--- src/rtl/psram_access_scheduler_pkg.sv ---
// Shared types and constants for the PSRAM access scheduler.
// The FSM states, read_write encodings and the default word address step.
package psram_sched_pkg;

  typedef enum logic [1:0] {
    IDLE  = 2'd0,
    ISSUE = 2'd1,
    WAIT  = 2'd2,
    DONE  = 2'd3
  } sched_state_e;

  localparam logic [1:0] RW_NONE  = 2'd0;
  localparam logic [1:0] RW_WRITE = 2'd1;
  localparam logic [1:0] RW_READ  = 2'd2;

  // One 16-bit word occupies two byte addresses.
  localparam int DEFAULT_ADDR_STEP = 2;

endpackage

--- src/rtl/psram_access_scheduler_if.sv ---
// Scheduler-facing signal bundle: requesters, psram command channel and status.
// master = scheduler side, slave = surrounding logic (FIFO, readback, psram block).
interface psram_access_scheduler_if #(
  parameter int ADDR_WIDTH = 23
);

  logic                  qpi_on;
  logic                  endcommand;
  logic                  acq_enable;
  logic                  wr_pending;
  logic                  rd_req;
  logic [ADDR_WIDTH-1:0] rd_addr;

  logic                  quad_start;
  logic [1:0]            read_write;
  logic [ADDR_WIDTH-1:0] address;
  logic                  wr_grant;
  logic                  rd_done;
  logic [ADDR_WIDTH-1:0] wr_addr;
  logic                  mem_full;
  logic                  timeout_err;
  logic                  busy;

  modport master (
    input  qpi_on, endcommand, acq_enable, wr_pending, rd_req, rd_addr,
    output quad_start, read_write, address, wr_grant, rd_done,
           wr_addr, mem_full, timeout_err, busy
  );

  modport slave (
    output qpi_on, endcommand, acq_enable, wr_pending, rd_req, rd_addr,
    input  quad_start, read_write, address, wr_grant, rd_done,
           wr_addr, mem_full, timeout_err, busy
  );

endinterface

--- src/rtl/psram_access_scheduler_arbiter.sv ---
// Write/read grant selection plus its fairness state.
// PSRAM_SCHED_ROUND_ROBIN_EN selects strict alternation; otherwise write priority with a starvation guard.
module psram_sched_arbiter #(
  parameter int STARVE_LIMIT = 4
) (
  input  logic clk_PSRAM,
  input  logic rst_n,
  input  logic wr_elig,
  input  logic rd_elig,
  input  logic take,
  output logic gnt_wr,
  output logic gnt_rd
);

`ifdef PSRAM_SCHED_ROUND_ROBIN_EN

  logic last_wr;

  // The requester granted last loses a tie; reset state lets the write go first.
  always_comb begin
    gnt_wr = wr_elig & (~rd_elig | ~last_wr);
    gnt_rd = rd_elig & ~gnt_wr;
  end

  always_ff @(posedge clk_PSRAM or negedge rst_n) begin
    if (!rst_n) begin
      last_wr <= 1'b0;
    end else if (take && (gnt_wr || gnt_rd)) begin
      last_wr <= gnt_wr;
    end
  end

`else

  localparam int SW = (STARVE_LIMIT > 0) ? $clog2(STARVE_LIMIT + 1) : 1;
  localparam logic [SW-1:0] LIMIT = SW'(STARVE_LIMIT);

  logic [SW-1:0] starve_cnt;
  logic          rd_forced;

  always_comb begin
    rd_forced = rd_elig && (starve_cnt == LIMIT);
    gnt_wr    = wr_elig & ~rd_forced;
    gnt_rd    = rd_elig & ~gnt_wr;
  end

  // Counts consecutive write grants, saturating so a waiting read wins next.
  always_ff @(posedge clk_PSRAM or negedge rst_n) begin
    if (!rst_n) begin
      starve_cnt <= '0;
    end else if (take) begin
      if (gnt_rd) begin
        starve_cnt <= '0;
      end else if (gnt_wr && (starve_cnt != LIMIT)) begin
        starve_cnt <= starve_cnt + 1'b1;
      end
    end
  end

`endif

endmodule

--- src/rtl/psram_access_scheduler.sv ---
// Single-word access sequencer for the triple-PSRAM QPI block: arbitrates, issues, waits, recovers.
// Optional build macro PSRAM_SCHED_ROUND_ROBIN_EN switches the arbiter to strict alternation.
module psram_access_scheduler
  import psram_sched_pkg::*;
#(
  parameter int                    ADDR_WIDTH   = 23,
  parameter int                    ADDR_STEP    = DEFAULT_ADDR_STEP,
  parameter logic [ADDR_WIDTH-1:0] MAX_ADDR     = 23'h7FFFFE,
  parameter int                    TIMEOUT      = 64,
  parameter int                    STARVE_LIMIT = 4
) (
  input  logic                       clk_PSRAM,
  input  logic                       rst_n,
  psram_access_scheduler_if.master   bus
);

  localparam int TW = (TIMEOUT > 1) ? $clog2(TIMEOUT) : 1;
  localparam logic [TW-1:0] TMAX = TW'(TIMEOUT - 1);
  localparam logic [ADDR_WIDTH-1:0] STEP = ADDR_WIDTH'(ADDR_STEP);

  sched_state_e          state;
  logic [TW-1:0]         timer;
  logic [1:0]            rw_q;
  logic [ADDR_WIDTH-1:0] addr_q;
  logic [ADDR_WIDTH-1:0] wr_addr_q;
  logic                  quad_start_q;
  logic                  wr_grant_q;
  logic                  rd_done_q;
  logic                  mem_full_q;
  logic                  timeout_q;
  logic                  busy_q;

  logic wr_elig;
  logic gnt_wr;
  logic gnt_rd;
  logic take;

  assign wr_elig = bus.acq_enable & bus.wr_pending & ~mem_full_q;
  assign take    = (state == IDLE) & bus.qpi_on;

  psram_sched_arbiter #(
    .STARVE_LIMIT (STARVE_LIMIT)
  ) u_arb (
    .clk_PSRAM (clk_PSRAM),
    .rst_n     (rst_n),
    .wr_elig   (wr_elig),
    .rd_elig   (bus.rd_req),
    .take      (take),
    .gnt_wr    (gnt_wr),
    .gnt_rd    (gnt_rd)
  );

  always_ff @(posedge clk_PSRAM or negedge rst_n) begin
    if (!rst_n) begin
      state        <= IDLE;
      timer        <= '0;
      rw_q         <= RW_NONE;
      addr_q       <= '0;
      wr_addr_q    <= '0;
      quad_start_q <= 1'b0;
      wr_grant_q   <= 1'b0;
      rd_done_q    <= 1'b0;
      mem_full_q   <= 1'b0;
      timeout_q    <= 1'b0;
      busy_q       <= 1'b0;
    end else begin
      quad_start_q <= 1'b0;
      wr_grant_q   <= 1'b0;
      rd_done_q    <= 1'b0;
      case (state)
        // Grant: latch command and address; a write consumes its FIFO word now.
        IDLE: begin
          if (take && (gnt_wr || gnt_rd)) begin
            state      <= ISSUE;
            busy_q     <= 1'b1;
            rw_q       <= gnt_wr ? RW_WRITE : RW_READ;
            addr_q     <= gnt_wr ? wr_addr_q : bus.rd_addr;
            wr_grant_q <= gnt_wr;
          end
        end
        ISSUE: begin
          quad_start_q <= 1'b1;
          timer        <= '0;
          state        <= WAIT;
        end
        // endcommand is checked before expiry so a pulse on the last cycle still succeeds.
        WAIT: begin
          if (bus.endcommand) begin
            if (rw_q == RW_READ) begin
              rd_done_q <= 1'b1;
            end else if (wr_addr_q == MAX_ADDR) begin
              mem_full_q <= 1'b1;
            end else begin
              wr_addr_q <= wr_addr_q + STEP;
            end
            rw_q  <= RW_NONE;
            state <= DONE;
          end else if (timer == TMAX) begin
            timeout_q <= 1'b1;
            rw_q      <= RW_NONE;
            state     <= DONE;
          end else begin
            timer <= timer + 1'b1;
          end
        end
        // One idle-command cycle lets the psram chip enables drop before the next grant.
        DONE: begin
          busy_q <= 1'b0;
          state  <= IDLE;
        end
        default: begin
          busy_q <= 1'b0;
          rw_q   <= RW_NONE;
          state  <= IDLE;
        end
      endcase
    end
  end

  assign bus.quad_start  = quad_start_q;
  assign bus.read_write  = rw_q;
  assign bus.address     = addr_q;
  assign bus.wr_grant    = wr_grant_q;
  assign bus.rd_done     = rd_done_q;
  assign bus.wr_addr     = wr_addr_q;
  assign bus.mem_full    = mem_full_q;
  assign bus.timeout_err = timeout_q;
  assign bus.busy        = busy_q;

endmodule

--- src/flat_wrapper.sv ---
// flat-port wrapper written by rule: the top's interface ports become plain ports
module psram_access_scheduler_flat import psram_sched_pkg::*;
#(
  parameter int                    ADDR_WIDTH   = 23,
  parameter int                    ADDR_STEP    = DEFAULT_ADDR_STEP,
  parameter logic [ADDR_WIDTH-1:0] MAX_ADDR     = 23'h7FFFFE,
  parameter int                    TIMEOUT      = 64,
  parameter int                    STARVE_LIMIT = 4
)
  (clk_PSRAM, rst_n, bus_qpi_on, bus_endcommand, bus_acq_enable, bus_wr_pending, bus_rd_req, bus_rd_addr, bus_quad_start, bus_read_write, bus_address, bus_wr_grant, bus_rd_done, bus_wr_addr, bus_mem_full, bus_timeout_err, bus_busy);
  psram_access_scheduler_if #(.ADDR_WIDTH(ADDR_WIDTH)) bus_i ();
  input  logic clk_PSRAM;
  input  logic rst_n;
  input wire logic [$bits(bus_i.qpi_on)-1:0] bus_qpi_on;
  input wire logic [$bits(bus_i.endcommand)-1:0] bus_endcommand;
  input wire logic [$bits(bus_i.acq_enable)-1:0] bus_acq_enable;
  input wire logic [$bits(bus_i.wr_pending)-1:0] bus_wr_pending;
  input wire logic [$bits(bus_i.rd_req)-1:0] bus_rd_req;
  input wire logic [$bits(bus_i.rd_addr)-1:0] bus_rd_addr;
  output wire logic [$bits(bus_i.quad_start)-1:0] bus_quad_start;
  output wire logic [$bits(bus_i.read_write)-1:0] bus_read_write;
  output wire logic [$bits(bus_i.address)-1:0] bus_address;
  output wire logic [$bits(bus_i.wr_grant)-1:0] bus_wr_grant;
  output wire logic [$bits(bus_i.rd_done)-1:0] bus_rd_done;
  output wire logic [$bits(bus_i.wr_addr)-1:0] bus_wr_addr;
  output wire logic [$bits(bus_i.mem_full)-1:0] bus_mem_full;
  output wire logic [$bits(bus_i.timeout_err)-1:0] bus_timeout_err;
  output wire logic [$bits(bus_i.busy)-1:0] bus_busy;
  assign bus_i.qpi_on = bus_qpi_on;
  assign bus_i.endcommand = bus_endcommand;
  assign bus_i.acq_enable = bus_acq_enable;
  assign bus_i.wr_pending = bus_wr_pending;
  assign bus_i.rd_req = bus_rd_req;
  assign bus_i.rd_addr = bus_rd_addr;
  assign bus_quad_start = bus_i.quad_start;
  assign bus_read_write = bus_i.read_write;
  assign bus_address = bus_i.address;
  assign bus_wr_grant = bus_i.wr_grant;
  assign bus_rd_done = bus_i.rd_done;
  assign bus_wr_addr = bus_i.wr_addr;
  assign bus_mem_full = bus_i.mem_full;
  assign bus_timeout_err = bus_i.timeout_err;
  assign bus_busy = bus_i.busy;
  psram_access_scheduler #(.ADDR_WIDTH(ADDR_WIDTH), .ADDR_STEP(ADDR_STEP), .MAX_ADDR(MAX_ADDR), .TIMEOUT(TIMEOUT), .STARVE_LIMIT(STARVE_LIMIT)) u_core (.clk_PSRAM(clk_PSRAM), .rst_n(rst_n), .bus(bus_i));
endmodule
--- config.mk ---
export PLATFORM = sky130hd
export DESIGN_NAME = psram_access_scheduler_flat
export DESIGN_NICKNAME = d
export VERILOG_FILES = /design/src/rtl/psram_access_scheduler_pkg.sv /design/src/rtl/psram_access_scheduler_if.sv /design/src/rtl/psram_access_scheduler_arbiter.sv /design/src/rtl/psram_access_scheduler.sv /design/src/flat_wrapper.sv
export SDC_FILE = /design/constraint.sdc
export NUM_CORES = 1
export LEC_CHECK = 0
export CORE_MARGIN = 8
export CORE_UTILIZATION = 40
export CTS_BUF_LIST = sky130_fd_sc_hd__clkbuf_8
export DETAILED_ROUTE_END_ITERATION = 7
export PLACE_DENSITY = 0.75
export SYNTH_ARGS = -nofsm -noshare
export SYNTH_HDL_FRONTEND = slang
export SYNTH_HIERARCHICAL = 1
export SYNTH_SLANG_ARGS = --single-unit
--- constraint.sdc ---
create_clock -name clk_PSRAM -period 4.3 [get_ports clk_PSRAM]
set_input_delay 1.29 -clock clk_PSRAM [delete_from_list [all_inputs] [get_ports clk_PSRAM]]
set_output_delay 1.29 -clock clk_PSRAM [all_outputs]
set_load 0.02 [all_outputs]
# After elaboration in Yosys (flattened, before gate mapping)
# Index checks and enable logic that the tools add are counted.
# word_totals
register_bits,65
latch_bits,0
ram_bits,0
rom_bits,0
in_bits,30
elab_cells,79
mem_count,0
# op_classes
add_sub_neg,3
multipliers,0
div_mod_pow,0
n_lt_le_gt_ge,0
n_eq_ne,12
n_shift,0
n_mux,23
bitwise_logic,11
reduce_logical,18
# op_table
cell,n
$add 23x2->23 const B,1
$eq 23x23->1 const B,1
$mux 23,1
$mux 2,7
$mux 6,2
$pmux 6 s2,1
$reduce_and 3->1,3
$pmux 2 s4,1
$reduce_and 2->1,4
$reduce_and 4->1,2
$reduce_bool 2->1,4
$mux 1,7
$add 6x1->6 const B,1
$eq 2x2->1 const B,3
$eq 6x6->1 const B,1
$mux 3,2
$ne 2x2->1 const B,3
$not 1->1,6
$and 1x1->1,5
$pmux 2 s2,1
$add 3x1->3 const B,1
$eq 3x3->1 const B,1
$logic_and 1x1->1,3
$ne 3x2->1 const B,1
5 further kinds,5

# Depth between registers and ports, before layout
# depth
depth_word,10
ltp_mapped,10
depth_no_buf,8

# By module
# Netlist, hierarchy kept.
# by_module_without_submodules
module,n_inst,cells_each,area_per_inst_um2
psram_access_scheduler,1,280,2949.1
psram_sched_arbiter,1,21,214.0

# Worst setup path before layout
# No wires, ideal clock.
# synth_path
path_kind,input to register
start,input bus_acq_enable
end,register u_core.addr_q[16] (netlist: u_core/bus.address[16])
setup_time_ns,0.083
t_arrival_ns,2.794
t_required_ns,4.217
slack_ns,1.423
stages,9
path_cell_list,nand2_1 > nor2_1 > a21boi_1 > and2b_1 > o21ai_0 > clkbuf_1 > clkbuf_1 > nand2_1 > o21ai_0
# synth_between
elab_chain_cells,8
elab_cells_between_ends,9
classes_between,1 x mux; 5 x bitwise; 3 x reduce/logical
# synth_rtl
item,line_no,source
"start, declared",flat_wrapper.sv:16,input wire logic [$bits(bus_i.acq_enable)-1:0] bus_acq_enable;
$and 1x1->1 (2 in series),psram_access_scheduler.sv:38,assign wr_elig = bus.acq_enable & bus.wr_pending & ~mem_full_q;
net u_core.wr_elig,psram_access_scheduler.sv:33,logic wr_elig;
$and 1x1->1,psram_access_scheduler_arbiter.sv:43,gnt_wr = wr_elig & ~rd_forced;
$not 1->1,psram_access_scheduler_arbiter.sv:44,gnt_rd = rd_elig & ~gnt_wr;
$and 1x1->1,psram_access_scheduler_arbiter.sv:44,
net u_core.gnt_rd,psram_access_scheduler.sv:35,logic gnt_rd;
$logic_or 1x1->1,psram_access_scheduler.sv:73,if (take && (gnt_wr || gnt_rd)) begin
$logic_and 1x1->1,psram_access_scheduler.sv:73,
$reduce_and 2->1 (no source line),-,
"end signal, assigned",psram_access_scheduler.sv:77,addr_q <= gnt_wr ? wr_addr_q : bus.rd_addr;
"end, declared",psram_access_scheduler.sv:24,logic [ADDR_WIDTH-1:0] addr_q;
# The timed path passes the listed nets, and every way through them passes these cells.
# A chain may end at the register's enable or synchronous reset.

# Final worst setup path
# layout_path
start,input bus_acq_enable
end,register u_core.rw_q[1] (netlist: u_core/bus.read_write[1])
# layout_between
elab_chain_cells,9
elab_cells_between_ends,12
classes_between,1 x eq/ne; 3 x mux; 5 x bitwise; 3 x reduce/logical
# layout_rtl
item,line_no,source
$and 1x1->1 (2 in series),psram_access_scheduler.sv:38,
net u_core.wr_elig,psram_access_scheduler.sv:33,
$and 1x1->1,psram_access_scheduler_arbiter.sv:43,
$not 1->1,psram_access_scheduler_arbiter.sv:44,
$and 1x1->1,psram_access_scheduler_arbiter.sv:44,
net u_core.gnt_rd,psram_access_scheduler.sv:35,
$logic_or 1x1->1,psram_access_scheduler.sv:73,
$logic_and 1x1->1,psram_access_scheduler.sv:73,
$ne 2x2->1 (no source line),-,
$reduce_and 3->1 (no source line),-,
"end signal, assigned",psram_access_scheduler.sv:76,rw_q <= gnt_wr ? RW_WRITE : RW_READ;
"end, declared",psram_access_scheduler.sv:23,logic [1:0] rw_q;
# The timed path passes the listed nets, and every way through them passes these cells. The select of a mux whose other input is x is not followed.

==> results.yml <==
synthesis:
  ys_top_cells_by_area: "dfrtp_1 51%, mux2i_1 7.0%, nand2_1 4.7%"
  syn_nets: 340
  yosysTopAreaCellShare_pct: 50.6
  synth-edff-count: 0
  ys_types: 55
  yosys_warnings: 6
  synth_top_area_cell: "dfrtp_1"
  synthSimpleGateAreaFrac_pct: 18.9
  muxShareOfSynthArea_pct: 8.27
  synth_top_family_by_area: "simple AND/OR/NAND/NOR gates"
  yosys.cell_count.top_type: "dfrtp_1"
  synth_fa_ha_area_share_pct: 3.56
  synthArstFlopShare_pct: 100
  ys.flop_type: "dfrtp_1"
  synth_compound_area_share_pct: 10.1
  synth_common_cells: "64 x dfrtp_1, 40 x nand2_1, 26 x o21ai_0"
  synth_seq_area_share_pct: 50.6
  avgSynthCellArea_um2: 10.5
  synth-seq-cells: 64
  syn_inst: 301
  syn_area_um2: 3160
  synth_xor_xnor_area_share_pct: 5.26
floorplanning:
  initial_utilization_pct: 41.1
  dieWidth_um: 105
  core_area_um2: 7690
  ioPinCount: 84
  rows: 32
  dieArea_um2: 11000
  die_y_um: 105
route:
  vias_per_cell: 5.08
  drtPass1Iterations: 4
  wl_um: 7750
  drc_errors: 0
  final_antenna_net_count: 0
  routedWlPerCell_um: 15.7
  first_iter_violations: 93
  vias: 2505
timing:
  finClkSkew_ps: 4.45
  period_minus_slack_ps: 3170
  hold_viol_final: 0
  worst_slew_pin_slew_ps: 699
  setup_violations: 0
  finalMaxSlewViolations: 0
  fmax_mhz: 316
  rsz0062_at_grt: "false"
  relSlewSlack_pct: 53.4
  whs_ps: 480
  finalCritPeriodShare_pct: 73.7
  setup_tns_ps: 0
grt:
  grt.total_usage_pct: 15.1
  grt_pass1_vias: 2702
  antenna_found_initial: 0
  grt_pass1_wl_um: 13500
  gr-total-overflow: 0
  grt_max_degree: 48
pwr:
  combPwrFrac_pct: 38.5
  p_switching_mw: 0.835
  p_int_mw: 1.55
  p_sw_share_pct: 35.1
  clock_power_share_pct: 23.8
  seq_power_share_pct: 37.7
  power-per-cell-area_nw_per_um2: 550
  ir_drop_mv: 0.328
  leakage_nw: 1.91
  power_mw: 2.38
critical_path:
  ff2ff_path_depth: 7
  timing.rr.start: "u_core/state[0]"
  cpPeakStageDelay_ps: 470
  crit_path_start_kind: "input pin"
  r2r_slack_ps: 1980
  r2r_end: "u_core/bus.wr_addr[17]"
  slowest_stage: "clkdlybuf4s50_1"
  end_kind: "flip-flop"
  cp.required_ps: 4530
  crit_fanout: 47
  critPathArrivalTime_ps: 3390
  crit_type: "input pin to flip-flop"
  worstPathCellList: "clkdlybuf4s50_1, nand2_1, nor2_1, a21boi_1, and2b_1, o21ai_4, buf_4, o22ai_1, a22o_1"
cts:
  hold_buffers: 0
  postCtsSetupRepairBufs: 0
  root_buffer: "clkbuf_8"
  path_clk_slew_ps: 70
  cts_tree: "done"
  post_cts_resized: 0
  clk_latency_ps: 330
  cts_sinks: 64
  ctsHtreeMaxLevel: 3
  clock_path_buffers: 2
  cts_buffers: 9
finish:
  nets: 426
  antenna_cells: 0
  seq_area_um2: 1600
  nFillCells: 708
  multi_input_area_um2: 1490
  drive_above_1_share_pct: 8.95
  syn_to_final_growth_pct: 36.9
hold_path:
  hold_path.class: "flip-flop to flip-flop"
  hold_path_startpoint: "u_core/bus.address[16]"
  hold_end: "u_core/bus.address[16]"
  hold_depth: 2
flow_run:
  cap_violations: 0
placement:
  hpwlAfterDp_um: 5890
  gp_congestion: 0.757
  io_buffers: 82
status:
  outcome: "finished clean"
-- state kept, by name, summed over array words and instances, names as in the netlist, 2 cells and up --
register                 cells
u_core/bus.address          23
u_core/bus.read_write        2
u_core/bus.wr_addr          22
u_core/state                 2
u_core/timer                 6
u_core/u_arb/starve_cnt      3
-- cell families (layout without fill, tap and decap cells) --
logic type,after synthesis,after routing
DFF,64,64
other,1,1
and+or+nand+nor,108,108
adders and majority gates,9,9
muxes,25,25
xor gates and xnor gates,19,19
buffers and inverters,23,113
AOI/OAI and AO/OA,52,52
-- cell usage in the layout, fill, tap and decap left out, types with 10 or more instances in the layout --
cell / instances
clkdlybuf4s50_1: 81
clkbuf_8: 11
inv_1: 12
mux2i_1: 22
nand2_1: 40
xnor2_1: 13
o21ai_0: 25
nand3_1: 14
dfrtp_1: 64
nor2_1: 10
-- stage by stage --
stage	area [µm²]	std cells	util, %	setup WS (ps)
after floorplan	3160	301	-	1420
after global placement	4110	478	53.5	884
after detailed placement	4110	478	53.5	788
after CTS	4330	493	56.3	1140
after global routing	4330	493	56.3	993
final	4330	493	56.3	1130
-- critical path: cells and delay by family --
| family | cells | cell delay, ps |
|---|---|---|
| compound gates | 4 | 770 |
| simple gates | 3 | 470 |
| buf+inv | 2 | 860 |
-- final cells by class --
type / instances / area share [%]
sequential: 64 / 37.0
multi-input combinational: 214 / 34.3
timing repair buffer: 87 / 19.7
clock buffer: 11 / 3.50
tap: 102 / 2.95
clock inverter: 4 / 1.59
inverter: 11 / 0.953
-- power by group through the flow --
stage               Sequential [mW]  Combinational, mW  Clock, mW
floorplan                      1.05              0.357          0
global placement              0.902              0.905          0
detailed placement            0.907              0.925          0
CTS                           0.900              0.929      0.582
global route                  0.927               1.01      0.612
finish                        0.898              0.915      0.567
-- routing by layer --
metal	up-vias	GRT usage, %	share of wire, %
li1	1220	-	-
met1	1226	18.0	45
met2	55	24.7	49
met3	4	5.04	4.6
met4	0	5.40	1.0
met5	-	0	0
-- worst max-delay path by stage --
stage	from	to	slack [ps]	cells past startpoint
6_report	bus_acq_enable	u_core/bus.read_write[1]	1130	9
5_1_grt	bus_acq_enable	u_core/bus.read_write[1]	990	9
4_1_cts	bus_acq_enable	u_core/bus.read_write[1]	1140	9
3_5_place_dp	bus_acq_enable	u_core/bus.read_write[1]	790	9
3_3_place_gp	bus_wr_pending	u_core/bus.read_write[1]	880	9
2_1_floorplan	bus_acq_enable	u_core/bus.address[16]	1420	9
Note: power is estimated with default switching activity, not from simulation.
